## config.mk

```make
export PLATFORM = sky130hd
export DESIGN_NAME = pulse_train_tx
export DESIGN_NICKNAME = d
export VERILOG_FILES = /design/src/rtl/pulse_train_tx_pkg.sv /design/src/rtl/pulse_train_phase_ctr.sv /design/src/rtl/pulse_train_tx.sv
export SDC_FILE = /design/constraint.sdc
export NUM_CORES = 1
export LEC_CHECK = 0
export CAP_MARGIN = 5
export CORE_ASPECT_RATIO = 0.5
export CORE_MARGIN = 4
export CORE_UTILIZATION = 35
export CTS_CLUSTER_DIAMETER = 80
export DETAILED_ROUTE_END_ITERATION = 10
export PLACE_DENSITY = 0.62
export SLEW_MARGIN = 20
export SYNTH_ARGS = -nofsm -noshare
export SYNTH_HDL_FRONTEND = slang
export SYNTH_SLANG_ARGS = --single-unit
```

## constraint.sdc

```tcl
create_clock -name clk48 -period 5.3 [get_ports clk48]
set_input_delay 0.53 -clock clk48 [delete_from_list [all_inputs] [get_ports clk48]]
set_output_delay 0.53 -clock clk48 [all_outputs]
set_load 0.05 [all_outputs]
```

## src/rtl/pulse_train_tx_pkg.sv

```systemverilog
// rtl/pulse_train_tx_pkg.sv - shared state encoding, default widths and clock rate for pulse_train_tx
package pulse_train_tx_pkg;

  typedef enum logic [1:0] {
    IDLE = 2'd0,
    HIGH = 2'd1,
    LOW  = 2'd2
  } state_t;

  localparam int CNT_W_DEF   = 32;
  localparam int BURST_W_DEF = 16;
  localparam int CLK_HZ      = 48000000;

endpackage

```

## src/rtl/pulse_train_phase_ctr.sv

```systemverilog
// rtl/pulse_train_phase_ctr.sv - loadable down-counter timing one HIGH or LOW phase
// o_terminal marks the last cycle of the phase (count==1); the counter parks at 0 instead of wrapping.
module pulse_train_phase_ctr #(
  parameter int CNT_W = 32
) (
  input  logic             i_clk,
  input  logic             i_rst_n,
  input  logic             i_load,
  input  logic [CNT_W-1:0] i_load_val,
  input  logic             i_en,
  output logic             o_terminal
);

  logic [CNT_W-1:0] r_count;

  always_ff @(posedge i_clk) begin
    if (!i_rst_n) begin
      r_count <= '0;
    end else if (i_load) begin
      r_count <= i_load_val;
    end else if (i_en && (r_count != '0)) begin
      r_count <= r_count - 1'b1;
    end
  end

  assign o_terminal = (r_count == {{(CNT_W-1){1'b0}}, 1'b1});

endmodule

```

## src/rtl/pulse_train_tx.sv

```systemverilog
// rtl/pulse_train_tx.sv - programmable burst pulse-train transmitter (IDLE/HIGH/LOW)
// Optional unbounded bursts (cmd_count==0) when PULSE_TRAIN_TX_CONTINUOUS_EN is defined.
module pulse_train_tx
  import pulse_train_tx_pkg::*;
#(
  parameter int   CNT_W      = CNT_W_DEF,
  parameter int   BURST_W    = BURST_W_DEF,
  parameter logic IDLE_LEVEL = 1'b0
) (
  input  logic               clk48,
  input  logic               rst_n,
  input  logic               cmd_valid,
  output logic               cmd_ready,
  input  logic [CNT_W-1:0]   cmd_period,
  input  logic [CNT_W-1:0]   cmd_high,
  input  logic [BURST_W-1:0] cmd_count,
  input  logic               abort,
  output logic               pulse_out,
  output logic               busy,
  output logic               done,
  output logic               err,
  output logic [BURST_W-1:0] pulses_sent
);

  state_t             r_state;
  state_t             w_state_nxt;
  logic [CNT_W-1:0]   r_period;
  logic [CNT_W-1:0]   r_high;
  logic [BURST_W-1:0] r_count;
  logic [BURST_W-1:0] r_pulses_sent;
  logic [BURST_W-1:0] w_sent_nxt;
  logic [BURST_W-1:0] w_sent_inc;
  logic               r_pulse_out;
  logic               r_done;
  logic               r_err;
  logic               w_done_nxt;
  logic               w_err_nxt;
  logic               w_latch;
  logic               w_load;
  logic [CNT_W-1:0]   w_load_val;
  logic               w_en;
  logic               w_term;
  logic               w_cmd_bad;
  logic               w_unbounded;

`ifdef PULSE_TRAIN_TX_CONTINUOUS_EN
  assign w_cmd_bad   = (cmd_period == '0) || (cmd_high == '0) || (cmd_high >= cmd_period);
  assign w_unbounded = (r_count == '0);
`else
  assign w_cmd_bad   = (cmd_period == '0) || (cmd_high == '0) || (cmd_high >= cmd_period) ||
                       (cmd_count == '0);
  assign w_unbounded = 1'b0;
`endif

  // Saturating so unbounded bursts cannot roll the count back to zero.
  assign w_sent_inc = (&r_pulses_sent) ? r_pulses_sent : r_pulses_sent + 1'b1;

  pulse_train_phase_ctr #(.CNT_W(CNT_W)) u_phase_ctr (
    .i_clk      (clk48),
    .i_rst_n    (rst_n),
    .i_load     (w_load),
    .i_load_val (w_load_val),
    .i_en       (w_en),
    .o_terminal (w_term)
  );

  always_comb begin
    w_state_nxt = r_state;
    w_sent_nxt  = r_pulses_sent;
    w_done_nxt  = 1'b0;
    w_err_nxt   = 1'b0;
    w_latch     = 1'b0;
    w_load      = 1'b0;
    w_load_val  = '0;
    w_en        = 1'b0;
    case (r_state)
      IDLE: begin
        if (cmd_valid) begin
          if (w_cmd_bad) begin
            w_err_nxt = 1'b1;
          end else begin
            w_latch     = 1'b1;
            w_sent_nxt  = '0;
            w_state_nxt = HIGH;
            w_load      = 1'b1;
            w_load_val  = cmd_high;
          end
        end
      end
      HIGH: begin
        if (abort) begin
          w_state_nxt = IDLE;
        end else if (w_term) begin
          w_state_nxt = LOW;
          w_load      = 1'b1;
          w_load_val  = r_period - r_high;
        end else begin
          w_en = 1'b1;
        end
      end
      LOW: begin
        if (abort) begin
          w_state_nxt = IDLE;
        end else if (w_term) begin
          w_sent_nxt = w_sent_inc;
          if (w_unbounded || (w_sent_inc < r_count)) begin
            w_state_nxt = HIGH;
            w_load      = 1'b1;
            w_load_val  = r_high;
          end else begin
            w_state_nxt = IDLE;
            w_done_nxt  = 1'b1;
          end
        end else begin
          w_en = 1'b1;
        end
      end
      default: w_state_nxt = IDLE;
    endcase
  end

  always_ff @(posedge clk48) begin
    if (!rst_n) begin
      r_state       <= IDLE;
      r_period      <= '0;
      r_high        <= '0;
      r_count       <= '0;
      r_pulses_sent <= '0;
      r_pulse_out   <= IDLE_LEVEL;
      r_done        <= 1'b0;
      r_err         <= 1'b0;
    end else begin
      r_state       <= w_state_nxt;
      r_pulses_sent <= w_sent_nxt;
      r_done        <= w_done_nxt;
      r_err         <= w_err_nxt;
      if (w_latch) begin
        r_period <= cmd_period;
        r_high   <= cmd_high;
        r_count  <= cmd_count;
      end
      // Output is driven from the next state so it lines up with the state it describes.
      case (w_state_nxt)
        HIGH:    r_pulse_out <= 1'b1;
        LOW:     r_pulse_out <= 1'b0;
        default: r_pulse_out <= IDLE_LEVEL;
      endcase
    end
  end

  assign cmd_ready   = (r_state == IDLE);
  assign busy        = (r_state != IDLE);
  assign pulse_out   = r_pulse_out;
  assign done        = r_done;
  assign err         = r_err;
  assign pulses_sent = r_pulses_sent;

endmodule

```

### Word-level counts from Yosys, hierarchy flattened

Index checks and enable logic that the tools add are counted.

| word-level totals | value |
|---|---|
| input port bits | 84 |
| output and inout bits | 21 |
| register bits after elaboration | 133 |
| logic and storage cells | 81 |

| cells by class | value |
|---|---|
| $lt $le $gt $ge | 2 |
| muxes and demuxes | 39 |
| equality and inequality tests | 8 |
| bitwise logic cells | 3 |
| reductions and logical operators | 17 |
| add/subtract/negate cells | 3 |

Operators by type and width:

| operator | number |
|---|---|
| 32-bit two-way mux | 9 |
| 32-bit one-hot mux with 3 select lines | 1 |
| 16-bit two-way mux | 5 |
| 32-bit logical NOT | 2 |
| 32-bit by 1-bit == test with 1-bit output (second input constant) | 1 |
| 32-bit >= comparator | 1 |
| 16-bit one-hot mux with 2 select lines | 1 |
| 32-bit nonzero test | 1 |
| 32-bit by 1-bit subtractor with 32-bit output (second input constant) | 1 |
| 32-bit subtractor | 1 |
| 16-bit by 1-bit adder with 16-bit output (second input constant) | 1 |
| 16-bit logical NOT | 1 |
| 16-bit less-than comparator | 1 |
| 16-bit AND reduction | 1 |
| 1-bit two-way mux | 15 |
| 2-bit two-way mux | 6 |
| 2-bit != test (second input constant) | 3 |
| 2-bit one-hot mux with 3 select lines | 1 |
| 2-bit nonzero test | 3 |
| 5-bit AND reduction | 1 |
| 2-bit by 1-bit == test with 1-bit output (second input constant) | 2 |
| 4-bit OR reduction | 1 |
| 1-bit logical OR | 3 |
| 1-bit inverter | 3 |
| 7 further kinds | 7 |

### Logic depth before layout (Yosys ltp)

Gate-level depths: netlist of the first run.

| depth | value |
|---|---|
| depth in word-level cells | 9 |
| gate-level depth with buffers | 20 |

### Cells and area by module

A second synthesis of the first run with hierarchy kept.

| second synthesis, totals | value |
|---|---|
| cell total of the unflattened synthesis | 1,308 |
| area total of the unflattened synthesis | 10,004.6 um^2 |

By module, submodules not included:

| module | instances | cells an instance | area an instance (um^2) |
|---|---|---|---|
| pulse_train_tx | 1 | 1,065 | 8,020.2 |
| pulse_train_phase_ctr | 1 | 243 | 1,984.4 |

### Worst setup path before layout of the first run

Ideal clock, no wire load.

| timing | value |
|---|---|
| kind | flip-flop to flip-flop |
| from | register r_pulses_sent[0], in the netlist pulses_sent[0] |
| to | register u_phase_ctr.r_count[7] |
| clock period less this slack | 4.714 ns |
| setup slack | 0.586 ns |
| required time | 5.209 ns |
| arrival | 4.623 ns |
| library setup time | 0.091 ns |
| stages on the path, launching flop included | 19 |
| path through | dfxtp_1 ha_1 nand3_1 nor4bb_1 clkbuf_1 or4_1 nor3_1 a31oi_1 or2_2 ha_1 and4_1 nor4b_1 nand3_1 o221ai_1 nor3_1 a311o_1 buf_2 clkbuf_1 a311oi_1 |

| on the way | value |
|---|---|
| longest elaborated chain between the ends | 8 |

RTL lines:

| item | line | RTL |
|---|---|---|
| start, declared | pulse_train_tx.sv:30 | `logic [BURST_W-1:0] r_pulses_sent;` |
| start signal, assigned | pulse_train_tx.sv:134 | `r_pulses_sent <= w_sent_nxt;` |
| 16-bit by 1-bit adder with 16-bit output / 16-bit AND reduction (equally long branches) | pulse_train_tx.sv:56 | `assign w_sent_inc = (&r_pulses_sent) ? r_pulses_sent : r_pulses_sent + 1'b1;` |
| 16-bit two-way mux (*) | pulse_train_tx.sv:56 |  |
| 16-bit less-than comparator (*) | pulse_train_tx.sv:106 | `if (w_unbounded \|\| (w_sent_inc < r_count)) begin` |
| 32-bit two-way mux / 1-bit two-way mux (equally long branches) | pulse_train_tx.sv:106 |  |
| 32-bit two-way mux / 1-bit two-way mux (equally long branches) | pulse_train_tx.sv:104 | `end else if (w_term) begin` |
| 32-bit two-way mux / 1-bit two-way mux (equally long branches) | pulse_train_tx.sv:102 | `if (abort) begin` |
| 32-bit one-hot mux with 3 select lines / 1-bit one-hot mux with 3 select lines (equally long branches) | pulse_train_tx.sv:76 | `case (r_state)` |
| 32-bit two-way mux / 2-bit nonzero test (equally long branches) | n/a |  |
| end signal, assigned | pulse_train_phase_ctr.sv:20 | `r_count <= i_load_val;` |
| end signal, assigned | pulse_train_phase_ctr.sv:22 | `r_count <= r_count - 1'b1;` |
| end, declared | pulse_train_phase_ctr.sv:14 | `logic [CNT_W-1:0] r_count;` |

Mark *: on every way between the ends. The rest lies on a longest branch, timed or not.
A chain may end at the register's enable or synchronous reset.

### Final worst setup path of the first run

| timing | value |
|---|---|
| from | register r_pulses_sent[0], in the netlist pulses_sent[0] |
| to | register u_phase_ctr.r_count[2] |

Same word-level chain as after synthesis.

==> summary.md, run 1 <==
The flow ran to the end, and the final reports show no timing, DRC or antenna violations. Synthesized area divided by synthesized cell count: 7.343 sq um. The slowest cell on the critical path is sky130_fd_sc_hd__or4_1. Gates resized during post-CTS repair numbered 0. Dominant cell by count in the synthesized netlist: sky130_fd_sc_hd__nand2_1. The worst setup path is launched from a register. Dividing the detail-routed via count by the number of cells gives 5.585.

Measured against its own limit, the worst slew margin works out to 30.71%. The initial utilization of the core area, before any placement, comes to 35.65%. For this block, the initial DRC count from the detailed router was 615. For this run, the detailed router's first-pass iteration total came to 7.

The net count of the finished layout came out at 1,527. Ranked by total cell area, the synthesized netlist is headed by sky130_fd_sc_hd__dfxtp_1, sky130_fd_sc_hd__ha_1, sky130_fd_sc_hd__nand2_1, sky130_fd_sc_hd__a21oi_1, sky130_fd_sc_hd__inv_1. In this run the horizontal extent of the chip is 240.3 um. The H-tree was split into 4 levels. For this run, the slowest stage of the critical path takes 0.55 ns.

In this run the power density over the cells is 294.2 mW/mm^2. The tool flagged a number of max-cap violations equal to 0. For the number of top-level pins, the log shows 105. The post-synth net total was 1,456. Summing internal, switching and leakage power gives 3.357 mW. The count of nets left with antenna violations once routing finished came out at 0.

The clock insertion delay at the later pin of the skew report was 0.43 ns; the clock-pin slew on the worst setup and hold paths was 0.06 ns. From synthesis to final layout, the design area changed by 20.84%. The worst path uses 90.99% of the clock period. Setup violations remaining at the end of the flow were counted as 0.

The number of global-route vias before repair came out at 9,301. In the routed design, unresolved DRC markers number 0. The run gives 0 as the final-report max-slew violation count. The combined area of all synthesized cells came out at 0.009443 sq mm. The number of enable flip-flop cells after synthesis works out to 0. The port buffer count came out at 104.

Final routed wire length divided by cell count: 17.88 um. Wires add up to 30.76 mm. The number of antenna violations at the first check in global routing was 1. Counting instances in the post-synthesis netlist gives the leading cell types as sky130_fd_sc_hd__nand2_1, sky130_fd_sc_hd__a21oi_1, sky130_fd_sc_hd__dfxtp_1, sky130_fd_sc_hd__inv_1, sky130_fd_sc_hd__ha_1.

The peak clock frequency supported by timing is 207.4 MHz. TritonCTS built the clock tree. The critical path is of the register to register type. The repair_antennas step left the layout with diodes totalling 0. The summed negative setup slack over all endpoints came out at 0 ns. The fraction of layout cells with a size suffix above 1 was 4.605%; the post-synthesis async set-or-reset flop share was 0%.

Remaining global-route overflow: 0. The maximum resistive drop on vdd was 0.2142 mV; the final setup skew was 0.008664 ns. Clock tree synthesis inserted a total of 17 buffers.

The analysis attributes to cell leakage a power of 4.501 nW. The floorplan has 42 rows. The largest total area in the synthesized netlist belongs to sky130_fd_sc_hd__dfxtp_1. The filler cells instantiated in the layout total 2,700. The first-pass GRT wire length is 48.72 mm, and the placer congestion estimate is 0.8893. Counting along the longest clock path gives a buffer depth of 2. For the pin with the worst max-slew slack, the measured transition is 1.039 ns. The core region is 0.02649 sq mm. Total vias in the final route: 9,607.

Type of the worst min-delay path: register to register. Of all nets on the critical path, the largest fanout is 64. The synthesized design devotes to its leading area cell type 28.20% of total area. Capturing element type of the critical path: a register. The clock drives 133 sinks.

Traced cell by cell, the critical path runs through ha_1, nand3_1, nor4bb_1, buf_4, or4_1, nor3_1, a31oi_1, or2_2, ha_1, and4_1, nor4b_1, nand3_1, o221ai_1, buf_4, nor3_1, a311o_2, buf_12, o21ai_0, a31oi_1. Across every metal layer, demand over resource in global routing totals 20.48%. The number of setup buffers added after CTS is 0. Portion of the post-synthesis area used by sequential elements: 28.20%.

The tree is rooted in a sky130_fd_sc_hd__clkbuf_16. The netlist uses 66 different library cells. The final period demand of the worst path is 4.823 ns. Setup repair after global routing left no endpoint under its margin.

The register bit total from synthesis came out at 133. For this run, the leading register cell type out of synthesis is sky130_fd_sc_hd__dfxtp_1. Synthesis produced a netlist whose cell count is 1,286. Largest net degree at the start of global routing: 77. The floorplan step defined a die boundary enclosing 0.02983 sq mm. The tools report the smallest hold slack as 0.4542 ns.

The number of warning messages in the yosys log came out at 0. For the arrival time of the worst setup path, the log shows 5.13 ns. For the worst setup path, the data required time is 5.60 ns.

The die span in y was 124.1 um. Detailed placement finished with a half-perimeter wire length of 22.92 mm. The logs give 0 for the count of endpoints failing hold in the final timing report and 0 for the hold buffer count at CTS.
area by class of cell:
class / count / area, sq um / area share, %
sequential: 133 / 2663 / 23.33
tap: 352 / 440.4 / 3.860
multi-input combinational: 977 / 6123 / 53.66
inverter: 107 / 401.6 / 3.520
clock buffer: 21 / 460.4 / 4.035
timing repair buffer: 121 / 1194 / 10.46
clock inverter: 9 / 128.9 / 1.129
flip-flops by register name, indices dropped and copies added, names as in the netlist:
register / count
done: 1
err: 1
pulse_out: 1
pulses_sent: 16
r_count: 16
r_high: 32
r_period: 32
r_state: 2
u_phase_ctr.r_count: 32
placed cells by master (no fill, tap or decap), drive strengths merged, types with 33 or more instances in the layout:
master	count
dfxtp	133
nor3	39
o21ai	72
ha	85
a21oi	143
xor2	34
nand2	210
nor4	33
inv	106
clkdlybuf4s50	104
nor2	71
routing by layer:
layer | part of all wire [%] | track usage (%)
met1 | 46 | 26.82
met3 | 5.0 | 3.916
met5 | 0 | 0
met2 | 47 | 34.88
met4 | 1.7 | 5.654
where the power goes:
part | internal, mW | switching [mW] | leakage, nW | total [mW]
Sequential | 1.07 | 0.0584 | 1.09 | 1.13
Combinational | 0.404 | 0.615 | 3.13 | 1.02
Clock | 0.757 | 0.451 | 0.285 | 1.21
Total | 2.23 | 1.12 | 4.50 | 3.36
critical path, delay by kind of cell (launching register included):
kind / cells / cell delay [ns]
compound gates: 5 / 1.02
fa+ha+maj: 2 / 0.55
buf+inv: 3 / 0.54
flops: 1 / 0.36
simple gates: 9 / 2.21
cells by family (layout without fill, tap and decap cells):
group                    after synthesis  after routing  synth area share (%)
AND/OR/NAND/NOR                      469            469                 23.35
multiplexers                           4              4                0.4373
AO/OA/AOI/OAI                        360            360                 24.06
buffers and inverters                176            258                 7.102
XOR/XNOR                              58             58                 5.380
adder cells (fa/ha/maj)               86             86                 11.47
flip-flops                           133            133                 28.20
worst paths after layout:
check,startpoint,end,slack (ns),cells after the start
max,pulses_sent[0],u_phase_ctr.r_count[2],0.48,19
min reg2reg,r_period[0],r_period[0],0.45,2
min,r_period[0],r_period[0],0.45,2
max reg2reg,pulses_sent[0],u_phase_ctr.r_count[2],0.48,19
stage by stage:
step | std cells | util [%] | worst slack, ns | area [sq um]
floorplan | 1286 | - | 0.5864 | 9443
global placement | 1690 | 40.86 | 0.7175 | 10820
detailed placement | 1690 | 40.86 | 0.5474 | 10820
CTS | 1720 | 43.08 | 0.5371 | 11410
global route | 1720 | 43.08 | 0.08872 | 11410
finish | 1720 | 43.08 | 0.4774 | 11410
Note: power is estimated with default switching activity, not from simulation.
==> inputs of run 2 (changes only) <==
Settings changed: ABC_CLOCK_PERIOD_IN_PS from default to 5300, PLACE_DENSITY 0.62 to 0.51.
==> run 2 against run 1 <==
Net effect: sequential share of layout area shrank 0.11 points; hold slack gained 0.0016 ns; sequential cell count is the same; largest cell class unchanged; largest power group unchanged.
==> summary.md, run 2 (same netlist as run 1, synthesis figures left out) <==
The run finished with clean final reports. In this run, flip-flops and latches consume 32.7% of the power. For this design, the CTS-stage hold fixing added 0 buffers. The largest net degree at the start of global routing is 81. Kind of critical path: register to register.

After clock tree synthesis, the clock-pin slew on the worst setup and hold paths is 0.07 ns. The remaining antenna violation count after routing is 0, and the signed area change from the synthesized netlist to the final layout is 21.40%. Summed over all nets, the switching power comes to 1.169 mW. In the final design database the tool counted 1,528 nets. The critical path contains buffers and inverters numbering 3 combined.

The power density over the cells is 301.0 mW/mm^2. The floorplan step set the die width to 240.3 um. The via-per-instance ratio is 5.536.

The delay contributed by the slowest stage of the critical path came out at 0.57 ns. For the worst setup path, the data arrival time is 5.13 ns. Once the floorplan was initialized, standard cells occupied 35.65% of the core.

The number of antenna violations at the first check in global routing was 1. The number of fill cells in the layout is 2,750, and the summed negative setup slack over all endpoints is 0 ns. The path class of the tightest hold or removal check is register to register. Of the cells placed in the final design, the portion with a size suffix greater than 1 is 5.033%. For the worst setup path, the data required time is 5.62 ns. Per report_power, the clock group accounts for 38.0% of the total.

Cells fill 43.28% of the core in the end. Across the routed clock network, the largest skew measured is 0.01383 ns. The tools report the final cell count without fillers as 1,723. The largest registers in the layout are r_high x32, r_period x32, u_phase_ctr.r_count x32.

The first TritonRoute pass finished after 5 iterations. Setup violations remaining at the end of the flow were counted as 0. The number of violations reported at the end of detailed-routing iteration 0 was 695; the number of gates resized after cts was 0.

The tools report the number of top-level pins as 105. The worst-path maximum fanout is 64. The tools report the startpoint type of the worst setup path as a register. The count of inserted antenna diode cells is 0.

The run gives 2 as the maximum buffer depth of the clock tree. TritonCTS built the clock tree. The capturing element type of the critical path was a register.

The peak clock frequency supported by timing was 207.9 MHz. The final-report max-slew violation count was 0; the total core area was 0.02649 sq mm. The share of the clock period used by the worst path after layout was 90.74%; the total power of the final layout was 3.451 mW. In this run the tool buffered the top-level ports with 104 buffer cells. Leaving out fill and tap cells, the most frequent cells in the layout are sky130_fd_sc_hd__nand2_1, sky130_fd_sc_hd__a21oi_1, sky130_fd_sc_hd__dfxtp_1. In the final routed layout, each cell accounts on average for 18.47 um. The path length in cells of the critical path is 19, and the first-pass GRT wire length is 50.66 mm. The floorplan step set the die height to 124.1 um. Internal power comes to 2.281 mW. The slowest cell on the critical path is sky130_fd_sc_hd__or4_1.

Row generation in the floorplan step produced 42 rows. Combinational logic is responsible for 29.3% of the overall power. After detailed placement, the design holds a cell count of 1,691. After layout, the minimum clock period comes to 4.809 ns. The run gives 0 as the count of endpoints failing hold in the final timing report. The worst pin sits at a relative slew slack of 38.76%. The congestion estimate from routability-driven global placement came to 0.9086. The logs give 4 for the count of H-tree levels built during CTS and 9,191 for the number of global-route vias before repair. Buffers inserted during clock tree synthesis total 17.

The clock insertion delay at the later pin of the skew report was 0.45 ns. The final layout contains routed wiring with a total length of 31.82 mm. Traced cell by cell, the critical path runs through ha_1, nand3_1, nor4bb_1, buf_4, or4_1, nor3_1, a31oi_1, or2_2, ha_1, and4_1, nor4b_1, nand3_1, o221ai_1, buf_4, nor3_1, a311o_2, buf_12, o21ai_0, a31oi_1. After legalization and detailed placement, the total HPWL measured 23.97 mm. The total vias in the final route came out at 9,539. The maximum resistive drop on vdd is 0.2555 mV, and the total DRC errors in the routed layout is 0. The area of all sequential standard cells is 0.002663 sq mm. The number of setup buffers added after CTS is 0. The clock drives 133 sinks. Measured in cells, the most critical reg-to-reg path has a length of 19.

Setup repair after global routing left no endpoint under its margin. Clock tree synthesis selected as its root buffer the cell sky130_fd_sc_hd__clkbuf_16. At the pin with the least slew margin, the transition time is 0.9166 ns.

The worst hold path was traced through 2 stages. The tool flagged a number of max-cap violations equal to 0. The multi-input combinational cells in the finished layout cover a total of 0.006123 sq mm.

The library cell used most frequently in the layout, excluding fill and tap cells, is sky130_fd_sc_hd__nand2_1. The all-layer global routing usage is 21.72%. The final non-filler cell area came out at 0.01146 sq mm. The floorplan step defined a die boundary enclosing 0.02983 sq mm.

After global routing the overflow that remains totals 0. The net switching share of the total power was 33.89%; the cell leakage power was 4.526 nW. The kind of cell adding the most delay to the critical path is simple AND/OR/NAND/NOR gates. The placed cell area was 0.01083 sq mm.
==> run 2: worst min-delay path: stages, from the launching register on <==
cell and delay [ns]:
sky130_fd_sc_hd__dfxtp_1 0.31, sky130_fd_sc_hd__nand2_1 0.05, sky130_fd_sc_hd__a21oi_1 0.05
==> run 2: path summary, 6_finish.rpt <==
kind / endpoint / start / slack, ns
max: u_phase_ctr.r_count[1] / pulses_sent[0] / 0.49
min: r_count[4] / r_count[4] / 0.46
max reg2reg: u_phase_ctr.r_count[1] / pulses_sent[0] / 0.49
min reg2reg: r_count[4] / r_count[4] / 0.46
==> run 2: power groups by stage <==
stage,Clock (mW),Sequential [mW],Combinational [mW]
after floorplan,0,1.14,0.700
after global placement,0,1.15,0.997
after detailed placement,0,1.15,1.00
after CTS,1.34,1.13,1.01
after global routing,1.37,1.14,1.13
final,1.31,1.13,1.01
==> run 2: metrics by stage <==
stage | hold slack [ns] | setup WS, ns
finish | 0.4558 | 0.4910
global route | 0.4774 | 0.04440
CTS | 0.4559 | 0.4796
detailed placement | 0.4475 | 0.5014
global placement | 0.4438 | 0.6033
floorplan | 0.4363 | 0.5864
==> run 2: area by class of cell <==
type / instances / area share, %
clock buffer: 18 / 3.831
tap: 352 / 3.842
timing repair buffer: 122 / 10.43
sequential: 133 / 23.23
multi-input combinational: 977 / 53.42
inverter: 107 / 3.515
clock inverter: 14 / 1.735
==> run 2: layer usage <==
layer  share of wire [%]  GRT usage [%]  vias up
met2                  45          35.07      236
met3                 4.5          4.004       40
li1                    -              -     4757
met4                 2.0          6.626        0
met5                   0              0        -
met1                  48          29.73     4506
==> inputs of run 3 (changes only) <==
Settings changed: RECOVER_POWER from default to 25.
==> run 3 against run 2 <==
Net effect: the run now ends with capacitance limit, slew limit left; global-route usage did not move; highest routed layer unchanged; wire length is 0.20% higher; clock power about the same; cell area fell by 0.20%; via count is 0.65% higher; largest cell class unchanged; critical path type is now input port to register.
==> summary.md, run 3 (same netlist as run 1, synthesis figures left out) <==
The flow ran to the end, but the final reports show violations. The final reports fail on capacitance limit, slew limit. The port buffer count is 104. The delay contributed by the slowest stage of the critical path came out at 1.44 ns.

In this run the vertical extent of the chip is 124.1 um. STA classifies the critical path endpoint as a register. The run gives 0 as the count of endpoints failing hold in the final timing report. For this block, wires on met1 add up to 15.37 mm. The logs give 6 for the number of detailed-routing iterations run before antenna repair and 3.446 mW for the total power of the final layout. Along the worst path, the maximum fanout reaches 35. The tools report the area of all sequential standard cells as 0.002663 sq mm. Fill cells in the final layout number 2,756. The total vias in the final route came out at 9,601.

Once layout is complete, the utilization of the core stands at 43.20%. The signal on the critical path passes through dlygate4sd3_1, inv_1, ha_1, and3_1, a221oi_1, o21ai_0, a211oi_1, clkbuf_1, o211ai_1, nor2_4, clkbuf_1, a221oi_1, a31oi_1. For this design, the sink count on the clock tree is 133.

In this run the number of H-tree levels came out at 4. For the total DRC errors in the routed layout, the log shows 0. The slowest stage of the critical path is the sky130_fd_sc_hd__clkbuf_1 cell. In this run the remaining antenna-violating nets after routing total 0.

The area taken by multi-input logic gates was 0.006123 sq mm. In this run the standard cell core region covers 0.02649 sq mm. STA classifies the critical path startpoint as an input port. The final setup violation count is 0, and the clock-pin slew on the worst setup and hold paths is 0.06 ns. Entering global routing, the biggest net connects 81 pins. The cell leakage power was 4.581 nW. The final routed wire length divided by cell count is 18.51 um, and the maximum resistive drop on vdd is 0.2550 mV. The tools report the total detailed-routing wirelength as 31.89 mm. Between clock sinks in the finished design, the worst skew comes to 0.009601 ns. The number of buffers inserted by post-CTS setup repair came out at 0. Counting along the longest clock path gives a buffer depth of 2. At the pin with the least slew margin, the transition time is 2.002 ns.

The finished layout holds 1,723 standard cells, fillers aside. Max-cap violations in this run came to 2. For the all-layer global routing usage, the log shows 21.72%. Power spread over the standard cell area amounts to 301.2 mW/mm^2.

After layout, the worst setup slack is 0.4583 ns. Data on the critical path arrives at its endpoint at 5.21 ns. The logs give 0.01144 sq mm for the final non-filler cell area and 0 for the count of inserted antenna diode cells. Detailed placement ended at an HPWL of 23.97 mm. The logs give 0.4559 ns for the smallest hold slack and 1,691 for the cell count after placement.

Buffers inserted during clock tree synthesis total 17. The first global-routing pass estimated 50.66 mm of wire. The top cell types in the final layout, fill and taps aside, are sky130_fd_sc_hd__nand2_1, sky130_fd_sc_hd__a21oi_1, sky130_fd_sc_hd__dfxtp_1. The number of antenna violations at the first check in global routing was 1; the fraction of layout cells with a size suffix above 1 was 4.887%.

For this block, the initial DRC count from the detailed router was 798. Adding up every negative setup slack in the final design gives 0 ns. Summed over all layers, the global routing overflow is 0. The path class of the tightest hold or removal check is register to register. The smallest clock period supported by the final layout is computed as 4.842 ns. Kind of critical path: input port to register. The sum of buffers and inverters on the critical path is 4. Placed cell area: 0.01083 sq mm.

In this design, the largest share of critical-path delay is due to buffers and inverters. The floorplan die area was 0.02983 sq mm; the clock insertion delay at the later pin of the skew report was 0.45 ns. Detailed routing placed a total of 14.30 mm of wire on met2. For this run, the post-layout net count is 1,528.

At the end of routability-driven placement, the weighted congestion stood at 0.9086. The tools report the hold buffer count at CTS as 0. In this run the horizontal extent of the chip is 240.3 um.

The logs give 5.67 ns for the worst path required time and 117 for the final-report max-slew violation count. Static timing analysis puts the maximum clock frequency at 206.5 MHz. Leaving out fill and tap cells, the most frequent cell in the layout is sky130_fd_sc_hd__nand2_1. The initial utilization of the core area, before any placement, comes to 35.65%. The signed area change from the synthesized netlist to the final layout works out to 21.16%. In the finished design, the share of the clock period the worst path needs comes to 91.35%.

The relative slew slack is -33.49%. Post-CTS repair changed the size of 0 cells. The highest layer used for signal routing is met4. The logs give 0.48 ns for the flop-to-flop setup slack and 105 for the number of top-level pins. The pre-CTS setup slack is 0.5014 ns, and the via-per-instance ratio is 5.572.

Setup repair after global routing left no endpoint under its margin. TritonCTS built the clock tree. The number of global-route vias before repair is 9,191, and the number of rows in the core area is 42. The total length of routed met3 wires is 1.611 mm. Clock root buffer: sky130_fd_sc_hd__clkbuf_16.

The largest registers in the layout are r_high x32, r_period x32, u_phase_ctr.r_count x32.
==> run 3: area by class of cell <==
cell class / instances / share of cell area, %
clock inverters: 14 / 1.739
repair buffers: 122 / 10.26
inverters: 107 / 3.521
multi-input cells: 977 / 53.52
flip-flops and latches: 133 / 23.27
clock buffers: 18 / 3.839
well taps: 352 / 3.850
==> run 3: layer usage <==
metal | vias to the layer above | track usage (%)
met3 | 41 | 4.004
met2 | 248 | 35.07
met4 | 0 | 6.626
met1 | 4561 | 29.73
li1 | 4751 | -
met5 | - | 0
==> run 3: path summary, 6_finish.rpt <==
check | startpoint | endpoint | cells past startpoint
max | cmd_period[7] | u_phase_ctr.r_count[27] | 13
min | r_count[4] | r_count[4] | 2
max reg2reg | pulses_sent[0] | u_phase_ctr.r_count[1] | 19
min reg2reg | r_count[4] | r_count[4] | 2
==> run 3: worst register-to-register path, cell delays in order (launching register included) <==
cell and delay, ns:
sky130_fd_sc_hd__dfxtp_1 0.37, sky130_fd_sc_hd__ha_1 0.26, sky130_fd_sc_hd__nand3_1 0.13, sky130_fd_sc_hd__nor4bb_1 0.07, sky130_fd_sc_hd__buf_4 0.16, sky130_fd_sc_hd__or4_1 0.57, sky130_fd_sc_hd__nor3_1 0.30, sky130_fd_sc_hd__a31oi_1 0.15
sky130_fd_sc_hd__or2_2 0.31, sky130_fd_sc_hd__ha_1 0.29, sky130_fd_sc_hd__and4_1 0.21, sky130_fd_sc_hd__nor4b_1 0.45, sky130_fd_sc_hd__nand3_1 0.13, sky130_fd_sc_hd__o221ai_1 0.20, sky130_fd_sc_hd__buf_4 0.19, sky130_fd_sc_hd__nor3_1 0.05
sky130_fd_sc_hd__a311o_2 0.34, sky130_fd_sc_hd__buf_12 0.20, sky130_fd_sc_hd__o21ai_0 0.23, sky130_fd_sc_hd__a31oi_1 0.07
==> run 3: report_power, final <==
group          internal (mW)  switching (mW)  total (mW)
combinational          0.401           0.609        1.01
sequential              1.07          0.0569        1.13
clock                  0.805           0.502        1.31
==> RTL change, RTL diff (settings of run 3) <==
Register the output `err` once more, with the module's reset; this adds one clock of latency there. The other outputs are not delayed to match.
--- a/src/rtl/pulse_train_tx.sv
+++ b/src/rtl/pulse_train_tx.sv
@@ -154,3 +154,9 @@
   assign done        = r_done;
-  assign err         = r_err;
+  always_ff @(posedge clk48) begin
+    if (!rst_n) begin
+      err <= '0;
+    end else begin
+      err <= r_err;
+    end
+  end
   assign pulses_sent = r_pulses_sent;
Function: changed (Yosys sat finds a counterexample within 4 cycles, from zero or initial values and one cycle with rst_n low).
==> RTL change against run 3 <==
  * Via count shrank 1.5%
  * Setup slack better by 48 ps
  * Power fell by 5.3%
  * Critical path type unchanged
  * Largest cell class unchanged
  * Synthesized cell count shrank 2.2%
  * Cell area unchanged
  * First-iteration DRC count decreased by 2.9%
  * Routed wire length rose by 1.1%
  * The flow still finishes with violations (capacitance limit, slew limit)
  * Count of clock-buffer cells in the layout increased by 10
  * Sequential cell count grew 1
  * Worst hold slack got worse by 20 ps
  * Synthesized area up 0.74%
==> RTL change: results (changes against run 3) <==
crit-path max FO - 65 (was 35)
Data buffer area share - 0.103 (about the same)
Hold WS - 436 ps (was 456 ps)
initial antenna violation count - 0 (was 1)
Clk. pwr - 1.12 mW (was 1.31 mW)
Netlist cell types - 80 (was 66)
Buffers, non-clock - 124 (was 122)
pre-CTS setup slack - 688 ps (was 501 ps)
Post-Synthesis Net Count - 1,428 (was 1,456)
Slew headroom - -0.145 (was -0.335)
reg2reg setup slack - 590 ps (was 480 ps)
number of global-route vias before repair - 8,828 (was 9,191)
FF-to-FF End - u_phase_ctr.r_count[4] (was u_phase_ctr.r_count[1])
fillcell total - 2,687 (was 2,756)
critical path arrival - 5120 ps (was 5210 ps)
Max Cap Viol - 3 (was 2)
Fin Clk Skew - 5.80 ps (was 9.60 ps)
synthesized area per cell - 7.56 um^2 (was 7.34 um^2)
register area - 2680 um^2 (was 2660 um^2)
layout cells sized above 1 - 0.0590 (was 0.0489)
Via Count - 9,458 (was 9,601)
Commonest cells post-synth - nand2_1 (211), a21oi_1 (135), dfxtp_1 (134) (was nand2_1 (210), a21oi_1 (143), dfxtp_1 (133))
Final GP Congestion - 0.883 (was 0.909)
DRT Pass-1 Iters - 5 (was 6)
Multi-input comb cells - 978 (was 977)
Multi-input gate area - 6260 um^2 (was 6120 um^2)
pin count of the biggest net entering global routing - 73 (was 81)
Slew Limit Fails - 169 (was 117)
post-placement cell area - 10,900 um^2 (was 10,800 um^2)
HP Start - r_err (was r_count[4])
clk cell area share - 0.0474 (was 0.0558)
Routed WL - 32,200 um (was 31,900 um)
Leakage - 4.59 nW (was 4.58 nW)
sequential portion of the cell area - 0.234 (was 0.233)
combinational power - 1.00 mW
Final nets - 1,515 (was 1,528)
Post-synth ARST share - 0 (unchanged)
global-route wire length before repair - 50,200 um (was 50,700 um)
drt initial violations - 775 (was 798)
Min-Delay Endpoint - err (was r_count[4])
overall global routing resource usage - 0.214 (was 0.217)
post-synthesis sequential area ratio - 0.282 (about the same)
Cells after DPL - 1,678 (was 1,691)
status - finished with violations (unchanged)
routed len/inst - 18.9 um (was 18.5 um)
root buffer cell - clkbuf_16 (unchanged)
Max IR drop VDD - 0.000207 V (was 0.000255 V)
failing checks - capacitance limit, slew limit (unchanged)
seq_cells - 134 (was 133)
most area-consuming cells after synthesis - dfxtp_1 (28%), ha_1 (11%), nand2_1 (8.3%) (unchanged)
Final HPWL DP - 24,400 um (was 24,000 um)
clkbuf count - 28 (was 18)
PortBufs - 104 (unchanged)
Signal inverters - 90 (was 107)
die area - 30,000 um^2 (was 29,800 um^2)
cell internal pwr - 2.15 mW (was 2.28 mW)
Final period util - 0.904 (was 0.914)
Hold Crit Depth - 1 (was 2)
## RTL change: cell count changes in the layout (fill, tap and decap cells not counted), moves of 8 or more
| cell | run 3 | this run |
|---|---|---|
| a211oi_1 | 15 | 6 |
| a21oi_1 | 143 | 135 |
| a22oi_1 | 8 | 20 |
| a311oi_2 | 0 | 8 |
| and2_1 | 4 | 12 |
| inv_1 | 105 | 89 |
| nor2_1 | 69 | 89 |
| nor3_1 | 38 | 30 |
| o2111ai_1 | 10 | 0 |
| o21a_1 | 9 | 17 |
| o21ai_0 | 71 | 47 |
| or4_1 | 11 | 1 |
| xor2_1 | 34 | 26 |
## RTL change: how the worst max path moves through the flow
| stage | from | end | cells after the start |
|---|---|---|---|
| 2_1_floorplan | pulses_sent[0] | u_phase_ctr.r_count[1] | 19 |
| 3_3_place_gp | pulses_sent[0] | u_phase_ctr.r_count[8] | 19 |
| 3_5_place_dp | pulses_sent[0] | u_phase_ctr.r_count[5] | 19 |
| 4_1_cts | pulses_sent[0] | u_phase_ctr.r_count[4] | 19 |
| 5_1_grt | rst_n | u_phase_ctr.r_count[4] | 5 |
| 6_report | rst_n | u_phase_ctr.r_count[4] | 5 |
## RTL change: routing by layer
layer	part of all wire	wire, um	track usage	vias up
met2	0.44	14200	0.332	247
met3	0.052	1690	0.0383	27
met4	0.012	389	0.0516	0
met5	0	0	0	-
li1	-	-	-	4654
met1	0.49	15900	0.307	4530
## RTL change: critical path, cell delays in order
cell	delay, ps
clkdlybuf4s50_1	450
clkbuf_1	1160
clkinvlp_2	1360
clkbuf_2	1050
a311oi_2	510
## RTL change: cell families after synthesis
family,share of synthesized area
fa+ha+maj,0.114
compound gates,0.234
simple gates,0.251
mux,0.00868
flops,0.282
buf+inv,0.0622
xor+xnor,0.0479
